### src/rtl/mem_addr_pkg.sv
// Shared encodings for the memory-address selector and the alignment checker:
// access sizes, fault cause codes and the sequencer state encoding.
package mem_addr_pkg;

   localparam logic [1:0] SZ_BYTE = 2'b00;
   localparam logic [1:0] SZ_HALF = 2'b01;
   localparam logic [1:0] SZ_WORD = 2'b10;

   localparam logic [1:0] FC_NONE     = 2'b00;
   localparam logic [1:0] FC_MISALIGN = 2'b01;
   localparam logic [1:0] FC_BAD_SEL  = 2'b10;
   localparam logic [1:0] FC_TIMEOUT  = 2'b11;

   typedef enum logic [1:0] {
      ST_IDLE   = 2'd0,
      ST_ACCESS = 2'd1,
      ST_RESP   = 2'd2,
      ST_FAULT  = 2'd3
   } state_t;

endpackage

### src/rtl/mem_align_chk.sv
// Combinational natural-alignment check for byte/half/word accesses.
// Shared with the load/store unit; size 11 is treated as a word access.
module mem_align_chk
   import mem_addr_pkg::*;
(
   input  logic [1:0] i_addr_lo,
   input  logic [1:0] i_size,
   output logic       o_misaligned
);

   always_comb begin
      case (i_size)
         SZ_BYTE: o_misaligned = 1'b0;
         SZ_HALF: o_misaligned = i_addr_lo[0];
         default: o_misaligned = |i_addr_lo;
      endcase
   end

endmodule

### src/rtl/mem_addr_sel.sv
// Memory-address source selector and req/ack access sequencer.
// Optional macro MEM_TIMEOUT_EN builds the ACCESS wait counter and timeout fault.
module mem_addr_sel
   import mem_addr_pkg::*;
#(
   parameter int ADDR_W   = 32,
   parameter int NUM_SRC  = 5,
   parameter int SEL_W    = $clog2(NUM_SRC),
   parameter int WAIT_MAX = 7
)
(
   input  logic                      clk,
   input  logic                      reset_n,
   input  logic [NUM_SRC*ADDR_W-1:0] src_addr,
   input  logic [SEL_W-1:0]          sel,
   input  logic [1:0]                size,
   input  logic                      wr,
   input  logic                      req,
   input  logic                      mem_ack,
   output logic [ADDR_W-1:0]         mem_addr,
   output logic                      mem_req,
   output logic                      mem_wr,
   output logic                      done,
   output logic                      fault,
   output logic [1:0]                fault_cause,
   output logic [ADDR_W-1:0]         fault_addr
);

   if (NUM_SRC < 2) begin : g_chk_num_src
      $error("mem_addr_sel: NUM_SRC must be at least 2");
   end
   if (WAIT_MAX < 1) begin : g_chk_wait_max
      $error("mem_addr_sel: WAIT_MAX must be at least 1");
   end

   state_t              r_state;
   state_t              w_state_nxt;

   logic [ADDR_W-1:0]   r_mem_addr;
   logic                r_mem_req;
   logic                r_mem_wr;
   logic                r_done;
   logic                r_fault;
   logic [1:0]          r_fault_cause;
   logic [ADDR_W-1:0]   r_fault_addr;

   logic [ADDR_W-1:0]   w_mem_addr_nxt;
   logic                w_mem_wr_nxt;
   logic [1:0]          w_fault_cause_nxt;
   logic [ADDR_W-1:0]   w_fault_addr_nxt;

   logic [ADDR_W-1:0]   w_sel_addr;
   logic                w_bad_sel;
   logic                w_misaligned;
   logic                w_start;
   logic                w_timeout;

   // Out-of-range selects leave w_sel_addr at zero; w_bad_sel flags them.
   // NOTE: every always_comb output gets a default first so no path can infer a latch.
   always_comb begin
      w_sel_addr = '0;
      for (int i = 0; i < NUM_SRC; i++) begin
         if (sel == SEL_W'(i)) begin
            w_sel_addr = src_addr[i*ADDR_W +: ADDR_W];
         end
      end
   end

   assign w_bad_sel = ({1'b0, sel} >= (SEL_W+1)'(NUM_SRC));
   assign w_start   = (r_state == ST_IDLE) && req;

   mem_align_chk u_align_chk (
      .i_addr_lo    (w_sel_addr[1:0]),
      .i_size       (size),
      .o_misaligned (w_misaligned)
   );

`ifdef MEM_TIMEOUT_EN
   localparam int CNT_W = $clog2(WAIT_MAX + 1);

   logic [CNT_W-1:0] r_wait_cnt;

   // Cleared while idle so every access starts counting from zero.
   always_ff @(posedge clk or negedge reset_n) begin
      if (!reset_n) begin
         r_wait_cnt <= '0;
      end else if (r_state == ST_IDLE) begin
         r_wait_cnt <= '0;
      end else if ((r_state == ST_ACCESS) && !mem_ack) begin
         r_wait_cnt <= r_wait_cnt + CNT_W'(1);
      end
   end

   assign w_timeout = (r_wait_cnt == CNT_W'(WAIT_MAX - 1));
`else
   assign w_timeout = 1'b0;
`endif

   // NOTE: sequential state uses non-blocking assignments so every flop samples pre-edge values.
   always_ff @(posedge clk or negedge reset_n) begin
      if (!reset_n) begin
         r_state <= ST_IDLE;
      end else begin
         r_state <= w_state_nxt;
      end
   end

   always_comb begin
      w_state_nxt = r_state;
      case (r_state)
         ST_IDLE: begin
            if (req) begin
               w_state_nxt = (w_bad_sel || w_misaligned) ? ST_FAULT : ST_ACCESS;
            end
         end
         ST_ACCESS: begin
            if (mem_ack) begin
               w_state_nxt = ST_RESP;
            end else if (w_timeout) begin
               w_state_nxt = ST_FAULT;
            end
         end
         ST_RESP:  w_state_nxt = ST_IDLE;
         ST_FAULT: w_state_nxt = ST_IDLE;
         default:  w_state_nxt = ST_IDLE;
      endcase
   end

   // Next values for the registered outputs; bad_sel outranks misalignment,
   // and an ack on the last wait cycle suppresses the timeout.
   always_comb begin
      w_mem_addr_nxt    = r_mem_addr;
      w_mem_wr_nxt      = r_mem_wr;
      w_fault_cause_nxt = r_fault_cause;
      w_fault_addr_nxt  = r_fault_addr;
      if (w_start) begin
         if (w_bad_sel) begin
            w_fault_cause_nxt = FC_BAD_SEL;
            w_fault_addr_nxt  = '0;
         end else if (w_misaligned) begin
            w_fault_cause_nxt = FC_MISALIGN;
            w_fault_addr_nxt  = w_sel_addr;
         end else begin
            w_mem_addr_nxt = w_sel_addr;
            w_mem_wr_nxt   = wr;
         end
      end else if ((r_state == ST_ACCESS) && !mem_ack && w_timeout) begin
         w_fault_cause_nxt = FC_TIMEOUT;
         w_fault_addr_nxt  = r_mem_addr;
      end
   end

   always_ff @(posedge clk or negedge reset_n) begin
      if (!reset_n) begin
         r_mem_addr    <= '0;
         r_mem_req     <= 1'b0;
         r_mem_wr      <= 1'b0;
         r_done        <= 1'b0;
         r_fault       <= 1'b0;
         r_fault_cause <= FC_NONE;
         r_fault_addr  <= '0;
      end else begin
         r_mem_addr    <= w_mem_addr_nxt;
         r_mem_req     <= (w_state_nxt == ST_ACCESS);
         r_mem_wr      <= w_mem_wr_nxt;
         r_done        <= (w_state_nxt == ST_RESP);
         r_fault       <= (w_state_nxt == ST_FAULT);
         r_fault_cause <= w_fault_cause_nxt;
         r_fault_addr  <= w_fault_addr_nxt;
      end
   end

   assign mem_addr    = r_mem_addr;
   assign mem_req     = r_mem_req;
   assign mem_wr      = r_mem_wr;
   assign done        = r_done;
   assign fault       = r_fault;
   assign fault_cause = r_fault_cause;
   assign fault_addr  = r_fault_addr;

endmodule

### config.mk
export PLATFORM = sky130hd
export DESIGN_NAME = mem_addr_sel
export DESIGN_NICKNAME = d
export VERILOG_FILES = /design/src/rtl/mem_addr_pkg.sv /design/src/rtl/mem_align_chk.sv /design/src/rtl/mem_addr_sel.sv
export SDC_FILE = /design/constraint.sdc
export NUM_CORES = 1
export LEC_CHECK = 0
export ABC_CLOCK_PERIOD_IN_PS = 2100
export CORE_AREA = 8 8 126 128
export DETAILED_ROUTE_END_ITERATION = 7
export DIE_AREA = 0 0 134 136
export PLACE_DENSITY = 0.65
export SLEW_MARGIN = 20
export SYNTH_ARGS = -nofsm -noshare
export SYNTH_HDL_FRONTEND = slang
export SYNTH_SLANG_ARGS = --single-unit
export TNS_END_PERCENT = 1
### constraint.sdc
create_clock -name clk -period 2.1 [get_ports clk]
set_clock_uncertainty 0.1 [all_clocks]
set_input_delay 0.63 -clock clk [delete_from_list [all_inputs] [get_ports clk]]
set_output_delay 0.63 -clock clk [all_outputs]
set_load 0.02 [all_outputs]
==> summary.txt <==
Logic synthesis
  – Synthesis warning total: 0
  – Sequential share of the synthesized area: between 40 and 50%
  – Simple-gate portion of the synthesized area: under 10%
  – Distinct cell type count of the synthesized netlist: 37
  – Avg Cell Area, Syn: 9.94 um2
  – Post-Syn Area: a little over 0.004 mm2
  – Fraction of the mapped netlist area in compound gates: roughly 22%
  – Post-synthesis adder-cell area fraction: 0%
  – Synth Net Count: between 500 and 600
  – Cell count after synthesis: 406
  – Main combinational cell family by area after synthesis: multiplexers
  – Mux contribution to synthesized area: between 20% and 30%
  – XOR/XNOR share of the synthesized area: 0%
  – Synthesized flop and latch total: ~70

Final layout
  – Post-route cell area: between 0.007 and 0.008 mm2
  – Final nets: 838
  – Area growth syn-to-layout: 82.6%
  – Most frequent cells in the layout: clkdlybuf4s50_1 (218), dfrtp_1 (72), a21oi_1 (59)
  – Fill count: 1,297
  – Finished Layout Cells: about 860
  – Final Util: a little over half
  – Most common cell after layout, fill and taps aside: clkdlybuf4s50_1
  – # diodes: 0
  – Share of layout cells above drive strength 1: about 17%

Drt
  – Initial DRC Count: 239
  – Final wirelength: approximately 17,000 um
  – Vias per inst: 4.98
  – Post-route ant nets: 0
  – # DRC: 0
  – Avg WL per Cell: 19.6 um
  – Number of iterations in the first detailed-routing pass: 5
  – Vias: 4,266

Power and ir drop
  – Peak supply drop: 452 uV
  – Total power draw: roughly 8 mW
  – Static leakage: 3.22 nW
  – PD cells: around 1100 mW/mm2

Critical path
  – Top Family by Delay on Critical Path: multiplexers
  – Crit. End Element: register
  – Required @ worst endpoint: approximately 2200 ps
  – Buf+Inv Stages, Crit Path: 4
  – Slowest cell on the critical path: mux2_4
  – Crit Path Class: primary input to register
  – Crit-path max FO: 8
  – Worst-path cell chain: buf_12 -> mux2_4 -> a222oi_1 -> buf_4 -> o21ai_4 -> nor2_4 -> buf_6 -> buf_12 -> mux2_4
  – Startpoint types: primary input
  – Max incr delay on CP: roughly 300 ps
  – Critical Path AT: around 2300 ps

Global route
  – Largest net degree at the start of global routing: 73
  – Grt ovf: 0
  – Vias in the first global route: 4,755
  – First-pass GRT wire length: between 20,000 and 30,000 um
  – Total track usage: a little under a fifth
  – Initial antenna violation count: 0

Min path
  – Worst hold path class: primary input to asynchronous set/reset pin

Placed design
  – IO Port Bufs: between 200 and 250
  – Placed cells: between 800 and 900
  – DP HPWL: about 13,000 um
  – Cell Area, Placed: 0.00678 mm2
  – Gpl congestion: approximately 0.84

Clock tree
  – Clock Pin Slew Worst Setup and Hold Paths: 60 ps
  – Root Driver: clkbuf_16
  – Clock buffer depth: 2
  – Hold_buf cts: 0
  – H-tree Lvls: 3
  – CTS tree: done
  – CTS Buf Count: 9
  – Clock Latency Late Sink: about 320 ps
  – CTS sink count: 72

Floorplan
  – Ports: between 200 and 250
  – Rows: 44
  – Die W: about 130 um
  – Die Y: approximately 140 um
  – Core ar.: 0.0140 mm2
  – Die area: roughly 0.018 mm2
  – Initial Utilization: about 29%

Timing
  – Tmin final: between 2000 and 2500 ps
  – Final Setup Violations: between 50 and 60
  – Final hold slack: 213 ps
  – Worst Tran Pin Value: approximately 430 ps
  – Max Transition Viols Final: 0
  – Final WS setup: -121 ps
  – RSZ-0062 raised after global routing: true
  – Final Hold Fails: 0
  – Final worst-path cycle share: 106%
  – Relative max-transition margin: a little under three quarters
  – FMAX: between 0.4 and 0.5 GHz

Status
  – Failing checks: setup timing
  – Outcome: finished with violations

Flow run
  – Max Cap Viol: 0
## per-stage QoR
| step | TNS [ps] | setup slack [ps] |
|---|---|---|
| after floorplan | -18700 | -416 |
| after global placement | -45080 | -755 |
| after detailed placement | -44700 | -754 |
| after CTS | -2340 | -103 |
| after global routing | -9050 | -207 |
| final | -3330 | -121 |
## worst reg2reg max path, stage by stage (launching register included)
cell	delay, ps
dfrtp_1	400
nor2_1	150
and2_1	280
nand2_8	170
inv_12	110
mux2_2	330
## synth_stat cells (all sizes together)
| cell | number | area share, % |
|---|---|---|
| o21a | 2 | 0.37 |
| nor2b | 3 | 0.46 |
| a22oi | 16 | 3.0 |
| o221a | 1 | 0.28 |
| a211o | 1 | 0.22 |
| and2 | 3 | 0.46 |
| nor3b | 2 | 0.50 |
| clkbuf | 18 | 1.7 |
| a222oi | 1 | 0.25 |
| a21oi | 60 | 7.4 |
| nand2b | 1 | 0.16 |
| nand3 | 1 | 0.12 |
| nand4bb | 1 | 0.28 |
| mux2i | 45 | 11 |
| o31ai | 1 | 0.19 |
| o2bb2ai | 1 | 0.22 |
| nor2 | 22 | 2.2 |
| o21ai | 78 | 9.8 |
| inv | 2 | 0.31 |
| dfrtp | 72 | 45 |
| nand2 | 20 | 2.0 |
| and3b | 1 | 0.22 |
| a221oi | 1 | 0.22 |
| buf | 15 | 2.5 |
| mux2 | 37 | 11 |
| or2 | 1 | 0.16 |
## layout make-up
type                       count  area [um2]  share of cell area (%)
timing repair inverter         2        27.5                   0.373
tap                          184         230                    3.12
clock inverter                 2        35.0                   0.475
multi-input combinational    299        2150                    29.2
sequential                    72        1800                    24.4
timing repair buffer         282        2830                    38.3
clock buffer                  14         284                    3.85
inverter                       2        20.0                   0.272
## registers in the layout, summed over array words and instances (netlist names)
name / cells
mem_addr: 32
fault_addr: 32
done: 1
mem_req: 1
fault_cause: 2
mem_wr: 1
r_state: 2
fault: 1
## layer usage
layer	share of wire (%)	track usage, %	up-vias
met5	0	0	-
met2	49	32.8	220
li1	-	-	1998
met4	1.7	5.86	0
met1	39	18.8	2029
met3	10	7.87	19
## power by group
group / leakage, nW / internal, mW / switching (mW)
logic: 2.17 / 2.11 / 1.96
registers: 0.892 / 2.03 / 0.380
clock network: 0.159 / 1.05 / 0.547
total: 3.22 / 5.19 / 2.89
## path summary, 6_finish.rpt
path                       slack, ps  cells after the start              to       start
setup / recovery                -120                      9     mem_addr[3]      sel[0]
hold / removal                   210                      2         mem_req     reset_n
setup reg to reg                 440                      5  fault_addr[21]  r_state[1]
hold reg to reg                  380                      1            done  r_state[1]
max in group asynchronous       1380                      2  fault_addr[29]     reset_n
min in group clk                 380                      1            done  r_state[1]
## cells by family after synthesis
| family | Yosys count |
|---|---|
| muxes | 82 |
| DFF | 72 |
| AOI/OAI and AO/OA | 162 |
| buffers and inverters | 35 |
| and+or+nand+nor | 55 |
## timing repair
action                                 4_1_cts  5_1_grt
endpoints found under the hold margin        0        0
setup endpoints to repair                   69       74
resized for setup                           65       38
cloned                                       3        0
pin swaps                                    7        1
buffers inserted                             6        0
Power figures use the tool's default switching activity.
